`config.mk`:
```
export PLATFORM = sky130hd
export DESIGN_NAME = vga_rect_writer
export DESIGN_NICKNAME = d
export VERILOG_FILES = /design/src/rtl/vga_rect_writer.sv
export SDC_FILE = /design/constraint.sdc
export NUM_CORES = 1
export LEC_CHECK = 0
export ABC_AREA = 1
export BUFFER_PORTS_ARGS = -buffer_cell sky130_fd_sc_hd__buf_4
export CAP_MARGIN = 20
export CORE_MARGIN = 3
export CORE_UTILIZATION = 30
export DETAILED_ROUTE_END_ITERATION = 10
export SLEW_MARGIN = 20
export SYNTH_ARGS = -nofsm -noshare
export SYNTH_HDL_FRONTEND = slang
export SYNTH_SLANG_ARGS = --single-unit
```
`constraint.sdc`:
```
create_clock -name clock -period 2.1 [get_ports clock]
set_input_delay 0.21 -clock clock [delete_from_list [all_inputs] [get_ports clock]]
set_output_delay 0.21 -clock clock [all_outputs]
set_load 0.05 [all_outputs]
```
`src/rtl/vga_rect_writer.sv`:
```
`default_nettype none
// ============================================================================
// Module   : vga_rect_writer
// Brief    : Rectangle-fill write engine for the 640x480 8-bit colour-index
//            framebuffer. Takes one fill command per valid/ready handshake,
//            clips it to the visible screen, then issues one framebuffer
//            write per cycle in row-major order. Writes back off while the
//            memory stalls.
// Revision : 1.0 - initial release
// ============================================================================
module vga_rect_writer #(
    parameter int H_RES  = 640,
    parameter int V_RES  = 480,
    parameter int ADDR_W = 19,
    parameter int IDX_W  = 8
) (
    input  logic              clock,
    input  logic              reset,
    input  logic              cmd_valid,
    output logic              cmd_ready,
    input  logic [9:0]        cmd_x,
    input  logic [8:0]        cmd_y,
    input  logic [9:0]        cmd_w,
    input  logic [8:0]        cmd_h,
    input  logic [IDX_W-1:0]  cmd_index,
    output logic              wr_en,
    output logic [ADDR_W-1:0] wr_addr,
    output logic [IDX_W-1:0]  wr_data,
    input  logic              wr_stall,
    output logic              busy,
    output logic              done
);

    // Clip limits at one bit wider than the coordinates so x+w and y+h
    // can never wrap.
    localparam logic [10:0]       c_H_RES_X   = 11'(H_RES);
    localparam logic [9:0]        c_V_RES_Y   = 10'(V_RES);
    localparam logic [9:0]        c_H_RES_CMP = 10'(H_RES);
    localparam logic [8:0]        c_V_RES_CMP = 9'(V_RES);
    localparam logic [ADDR_W-1:0] c_STRIDE    = ADDR_W'(H_RES);

    typedef enum logic [1:0] {
        S_IDLE  = 2'd0,
        S_SETUP = 2'd1,
        S_FILL  = 2'd2,
        S_DONE  = 2'd3
    } state_t;

    state_t            r_state;

    // Latched command
    logic [9:0]        r_x;
    logic [8:0]        r_y;
    logic [9:0]        r_w;
    logic [8:0]        r_h;
    logic [IDX_W-1:0]  r_index;

    // Walk state
    logic [10:0]       r_x_end;
    logic [9:0]        r_y_end;
    logic [ADDR_W-1:0] r_row_base;
    logic [9:0]        r_cx;
    logic [8:0]        r_cy;

    // Registered outputs
    logic              r_cmd_ready;
    logic              r_wr_en;
    logic [ADDR_W-1:0] r_wr_addr;
    logic [IDX_W-1:0]  r_wr_data;
    logic              r_busy;
    logic              r_done;

    // Setup-time arithmetic on the latched command
    logic [10:0]       w_x_sum;
    logic [9:0]        w_y_sum;
    logic [10:0]       w_x_end;
    logic [9:0]        w_y_end;
    logic              w_empty;
    logic [ADDR_W-1:0] w_row_base0;

    // Fill-time position tests
    logic              w_last_col;
    logic              w_last_row;
    logic [ADDR_W-1:0] w_next_row_base;

    // Clip window, empty detection and first row base (y*640 as two shifts)
    always_comb begin
        w_x_sum     = {1'b0, r_x} + {1'b0, r_w};
        w_y_sum     = {1'b0, r_y} + {1'b0, r_h};
        w_x_end     = (w_x_sum > c_H_RES_X) ? c_H_RES_X : w_x_sum;
        w_y_end     = (w_y_sum > c_V_RES_Y) ? c_V_RES_Y : w_y_sum;
        w_empty     = (r_w == 10'd0) || (r_h == 9'd0) ||
                      (r_x >= c_H_RES_CMP) || (r_y >= c_V_RES_CMP);
        w_row_base0 = (ADDR_W'(r_y) << 9) + (ADDR_W'(r_y) << 7);
    end

    // Position of the beat currently on the write port
    always_comb begin
        w_last_col      = ({1'b0, r_cx} == (r_x_end - 11'd1));
        w_last_row      = ({1'b0, r_cy} == (r_y_end - 10'd1));
        w_next_row_base = r_row_base + c_STRIDE;
    end

    // Command sequencer and write-port driver
    always_ff @(posedge clock) begin
        if (reset) begin
            r_state     <= S_IDLE;
            r_x         <= '0;
            r_y         <= '0;
            r_w         <= '0;
            r_h         <= '0;
            r_index     <= '0;
            r_x_end     <= '0;
            r_y_end     <= '0;
            r_row_base  <= '0;
            r_cx        <= '0;
            r_cy        <= '0;
            r_cmd_ready <= 1'b1;
            r_wr_en     <= 1'b0;
            r_wr_addr   <= '0;
            r_wr_data   <= '0;
            r_busy      <= 1'b0;
            r_done      <= 1'b0;
        end else begin
            r_done <= 1'b0;
            case (r_state)
                // DONE is also ready, so back-to-back commands lose no cycle
                S_IDLE, S_DONE: begin
                    if (cmd_valid) begin
                        r_x         <= cmd_x;
                        r_y         <= cmd_y;
                        r_w         <= cmd_w;
                        r_h         <= cmd_h;
                        r_index     <= cmd_index;
                        r_cmd_ready <= 1'b0;
                        r_busy      <= 1'b1;
                        r_state     <= S_SETUP;
                    end else begin
                        r_cmd_ready <= 1'b1;
                        r_busy      <= 1'b0;
                        r_state     <= S_IDLE;
                    end
                end

                S_SETUP: begin
                    r_x_end <= w_x_end;
                    r_y_end <= w_y_end;
                    if (w_empty) begin
                        r_done      <= 1'b1;
                        r_busy      <= 1'b0;
                        r_cmd_ready <= 1'b1;
                        r_state     <= S_DONE;
                    end else begin
                        r_row_base <= w_row_base0;
                        r_cx       <= r_x;
                        r_cy       <= r_y;
                        r_wr_en    <= 1'b1;
                        r_wr_addr  <= w_row_base0 + ADDR_W'(r_x);
                        r_wr_data  <= r_index;
                        r_state    <= S_FILL;
                    end
                end

                // A stalled beat leaves every write output untouched
                S_FILL: begin
                    if (!wr_stall) begin
                        if (w_last_col && w_last_row) begin
                            r_wr_en     <= 1'b0;
                            r_done      <= 1'b1;
                            r_busy      <= 1'b0;
                            r_cmd_ready <= 1'b1;
                            r_state     <= S_DONE;
                        end else if (w_last_col) begin
                            r_cx       <= r_x;
                            r_cy       <= r_cy + 9'd1;
                            r_row_base <= w_next_row_base;
                            r_wr_addr  <= w_next_row_base + ADDR_W'(r_x);
                        end else begin
                            r_cx      <= r_cx + 10'd1;
                            r_wr_addr <= r_wr_addr + ADDR_W'(1);
                        end
                    end
                end

                default: begin
                    r_state <= S_IDLE;
                end
            endcase
        end
    end

    assign cmd_ready = r_cmd_ready;
    assign wr_en     = r_wr_en;
    assign wr_addr   = r_wr_addr;
    assign wr_data   = r_wr_data;
    assign busy      = r_busy;
    assign done      = r_done;

endmodule
`default_nettype wire

```
After elaboration in Yosys (flattened, before gate mapping) --
Index checks and enable logic that the tools add are counted.
Cells by class: mux-type cells 43, add/subtract/negate cells 11, order comparisons 4, bitwise gates (word level) 1, equal/unequal tests 11, reduce and logical (&&, ||, !) cells 16
Operator list (count):
- $mux W19 | 8
- $pmux W19 S2 | 2
- $mux W10 | 5
- $add A19 B10 Y19 | 2
- $mux W9 | 4
- $pmux W10 S2 | 1
- $add A18 B16 Y19 | 1
- $add A19 B1 Y19 const B | 1
- $add A19 B10 Y19 const B | 1
- $pmux W9 S2 | 1
- $mux W1 | 14
- $ne A2 B2 Y1 const B | 6
- $add A10 B10 Y11 | 1
- $eq A10 B11 Y1 | 1
- $gt A11 B10 Y1 const B | 1
- $mux W11 | 1
- $sub A11 B1 Y11 const B | 1
- $add A10 B1 Y10 const B | 1
- $add A9 B9 Y10 | 1
- $eq A9 B10 Y1 | 1
- $ge A10 B10 Y1 const B | 1
- $gt A10 B9 Y1 const B | 1
- $logic_not A10 Y1 | 1
- $sub A10 B1 Y10 const B | 1
- other kinds (19) | 28
Word-level totals: register bits 138, output and inout bits 31, word-level logic and storage cells 103

Logic depth before layout (Yosys ltp) --
word-level depth 6, gate-level depth with buffers 20

Least setup slack after synthesis --
Ideal clock, no wire load.
path type reg-to-reg, start point register r_wr_addr[0], in the netlist wr_addr[0], end point register r_wr_addr[16], in the netlist wr_addr[16], setup slack -214 ps, clock period less this slack 2314 ps, arrival 2203 ps, cell stages (with the launch flop) 14, cell sequence dfxtp_1 ha_1 nand3_1 nor2_1 nand3_1 nor2_1 nand4_1 xor2_1 nand2_1 nand2_1 nand2_1 nand2_1 nor2_1 nor2_1
Between the ends: word-level cells in the longest chain between the ends 5
Ends and longest elaborated chain:
- start, declared | line 68 | logic [ADDR_W-1:0] r_wr_addr;
- start signal, assigned | line 158 | r_wr_addr <= w_row_base0 + ADDR_W'(r_x);
- start signal, assigned | line 177 | r_wr_addr <= w_next_row_base + ADDR_W'(r_x);
- start signal, assigned | line 180 | r_wr_addr <= r_wr_addr + ADDR_W'(1);
- $add A19 B1 Y19 | line 180
- $mux W19 | line 173 | end else if (w_last_col) begin
- $mux W19 | line 167 | if (w_last_col && w_last_row) begin
- $mux W19 | line 166 | if (!wr_stall) begin
- $pmux W19 S2 | line 126 | case (r_state)
No other way between the ends. The select of a mux whose other input is x is not followed. A chain may end at the register's enable or synchronous reset.

Final worst setup path --
start point register r_y[0], end point register r_wr_addr[15], in the netlist wr_addr[15]
Between the ends: word-level cells in the longest chain between the ends 4, elaborated cells between the ends (all ways) 8, classes of those cells add/sub: 2; order compare: 1; eq/ne: 1; mux: 2; reduce/logical: 2
Ends and longest elaborated chain:
- start, declared | line 53 | logic [8:0] r_y;
- start signal, assigned | line 131 | r_y <= cmd_y;
- $add A18 B16 Y19 or $ge A9 B9 Y1 (tied branches) | line 94, 93
- $add A19 B10 Y19 or $logic_or A1 B1 Y1 (tied branches) | line 158, 93
- $mux W19 or $ne A2 B2 Y1 (tied branches)
- $pmux W19 S2 or $reduce_and A4 Y1 (tied branches)
Several ways; a longest one is shown, not always the timed one. The select of a mux whose other input is x is not followed.

==> results.cfg <==
[critical_path]
reg2regPathDepth = 15
criticalPathCategory = reg -> reg
crit_path_start_kind = flip-flop
max_stage_delay_ns = 0.40
r2r-start = r_y[0]
crit_slowest_cell = dfxtp_4
crit_buf_inv = 2
cp.required_ns = 2.42
path_max_fanout = 4
critical_path.top_delay_family = simple AND/OR/NAND/NOR gates
regToRegSetupSlack_ns = -0.25
arrival_ns = 2.68
crit_chain = ha_4 -> inv_2 -> fa_2 -> or2_4 -> nand2_2 -> nand2_2 -> nor2_1 -> nand2_1 -> nor2_2 -> nand2_1 -> nor2_2 -> buf_4 -> o21ai_0 -> a21oi_1 -> nor2_1
cp-end-kind = flip-flop
r2r_end = wr_addr[15]

[final_layout]
fin_area_um2 = 12900
n_antenna_cell = 0
num-fill-cells = 2958
syn_to_final_growth_pct = 43.4
drive_above_1_share_pct = 28.5
nets = 1776
mostFrequentLayoutCell = nand2_1
final_cell_mix = nand2_1, nor2_1, buf_4, inv_1, dfxtp_1

[timing]
period_share_pct = 112
fmax_ghz = 0.425
skew_ns = 0.0121
hold_viol_final = 0
fin_ws_ns = -0.251
worst_pin_slew_ns = 0.639
post-route-min-period_ns = 2.35
setup_violations = 70
tns_ns = -9.60
whs_ns = 0.0230
drv_slew = 0
rsz0062_at_grt = true
maxSlewHeadroom_pct = 57.2

[clocking]
path_clk_slew_ns = 0.07
cts_tree = yes
clock_latency_ns = 0.43
cts.sinks = 131
cts.path.max_buffers = 2
numCtsBuffers = 17
cts_hold_repair.buffers = 0
root_buffer = clkbuf_16
cts_max_level = 4

[floorplan]
die_h_um = 179
placementRows = 62
initial_core_util_pct = 30.9
die_x_um = 179
core_um2 = 29100
ios = 81
design.die.area_um2 = 32100

[power]
leakage_nw = 6.20
power_w = 0.0217
p_per_area_nw_per_um2 = 1680
ir_worst_vdd_mv = 0.695

[grt]
grt_pass1_vias = 9344
grt_pass1_wl_mm = 45.7
overflow = 0
grt_usage_pct = 17.8
grt_start_max_net_pins = 59
antenna_found_initial = 0

[synthesis]
synth-seq-cells = 131
synth-warning-count = 0
synth-seq-area-share_pct = 29.2
synth_top_area_share_pct = 29.2
synth_area_leaders = dfxtp_1, nand2_1, nor2_1
synth_simple_gate_area_share_pct = 35.6
syn_area_um2 = 8990
synth_top_family_by_area = simple AND/OR/NAND/NOR gates
yosysTopAreaCell = dfxtp_1
ys_types = 43
synth_xor_area_share_pct = 7.46
synth_compound_area_share_pct = 12.4
muxShareOfSynthArea_pct = 0
syn-num-nets = 1534
synthAdderAreaFrac_pct = 6.59
synthCells = 1439
syn-mean-instance-area_um2 = 6.25

[route]
ant_nets = 0
first_pass_iters = 5
met2_length_mm = 13.5
wl_met3_mm = 1.29
wl_mm = 28.8
drtIter0Drc = 551
wl_met1_mm = 13.4
drc_errors = 0
maxUsedRoutingLayer = met4
via_per_inst = 4.74
vias = 9847
routedWlPerCell_um = 13.9

[worst_hold_path]
min_path_cells = 3
whs_endpoint = r_index[6]
min_from = cmd_index[6]
hp-class = in -> reg

[status]
status = finished with violations
violations = negative setup slack

[placed_design]
portBuffers = 80
place.gp.congestion = 0.852
placement.cell_area_um2 = 11200
dpl.hpwl_mm = 21.3

[run]
cap_violations = 0
## timing repair
item | CTS | global route
pin swaps | 31 | 63
resized for setup | 102 | 92
gates cloned | 3 | 6
buffers inserted | 22 | 11
setup endpoints to repair | 78 | 75
## worst register-to-register path: stages (launching register included)
cell     delay [ns]
dfxtp_4        0.40
ha_4           0.15
inv_2          0.03
fa_2           0.36
or2_4          0.25
nand2_2        0.06
nand2_2        0.04
nor2_1         0.09
nand2_1        0.10
nor2_2         0.14
nand2_1        0.07
nor2_2         0.15
buf_4          0.12
o21ai_0        0.09
a21oi_1        0.15
nor2_1         0.05
## synthesized netlist by cell type, drive strengths merged
cell and n:
and2 1, o22ai 8, o21a 3, a211oi 1, xnor3 1, nand3b 2, o2111ai 1, nor2 284
nand2 359, buf 17, nand3 92, nor3 16, dfxtp 131, a21o 3, or2 4, ha 41
a21oi 46, a21boi 1, o21bai 3, xnor2 20, a221oi 2, o211ai 4, fa 4, conb 1
o21ai 132, clkinv 2, a31oi 6, inv 146, xor2 54, clkbuf 31, nor4 2, nand4 21
## sequential cells by signal, summed over array words and instances (netlist names), 2 cells and up
signal and cells:
r_cx 10, r_cy 9, r_h 9, r_index 8, r_row_base 12, r_state 2
r_w 10, r_x 10, r_x_end 11, r_y 9, r_y_end 10, wr_addr 19
wr_data 8
## area by class of cell
cell class,instances,area (µm²),share of cell area [%]
well taps,384,480,3.72
clock inverters,13,171,1.33
clock buffers,19,464,3.60
repair inverters,1,11.3,0.0873
repair buffers,268,2260,17.5
flip-flops and latches,131,2650,20.5
multi-input cells,1114,6300,48.8
inverters,148,569,4.41
## cell families after synthesis
logic type,after synthesis
XOR/XNOR,75
other,1
AO/OA/AOI/OAI,210
buffers and inverters,196
flip-flops,131
adder cells (fa/ha/maj),45
AND/OR/NAND/NOR,781
## through the flow
stage / utilization [%] / cells / setup slack [ns]
after floorplan: - / 1439 / -0.0292
after global placement: 38.5 / 2009 / -0.361
after detailed placement: 38.5 / 2009 / -0.366
after CTS: 42.6 / 2066 / -0.175
after global routing: 44.3 / 2078 / -0.384
final: 44.3 / 2078 / -0.251
## worst max-delay path by stage
stage	startpoint	endpoint	slack [ns]	cells past startpoint
floorplan	r_y[0]	wr_addr[17]	-0.03	16
global placement	r_y[0]	wr_addr[18]	-0.36	12
detailed placement	r_y[0]	wr_addr[18]	-0.37	12
CTS	r_y[0]	wr_addr[17]	-0.18	16
global route	r_y[0]	wr_addr[17]	-0.38	17
finish	r_y[0]	wr_addr[15]	-0.25	15
## metal layers
layer,vias up,GRT usage (%)
met4,0,5.12
met1,4513,23.1
met5,-,0
met2,197,29.9
met3,42,3.68
li1,5095,-
## report_power, final
| group | internal (W) | switching, W |
|---|---|---|
| combinational | 0.00609 | 0.00802 |
| clock | 0.00199 | 0.00124 |
| sequential | 0.00344 | 0.000938 |
Power figures use the tool's default switching activity.
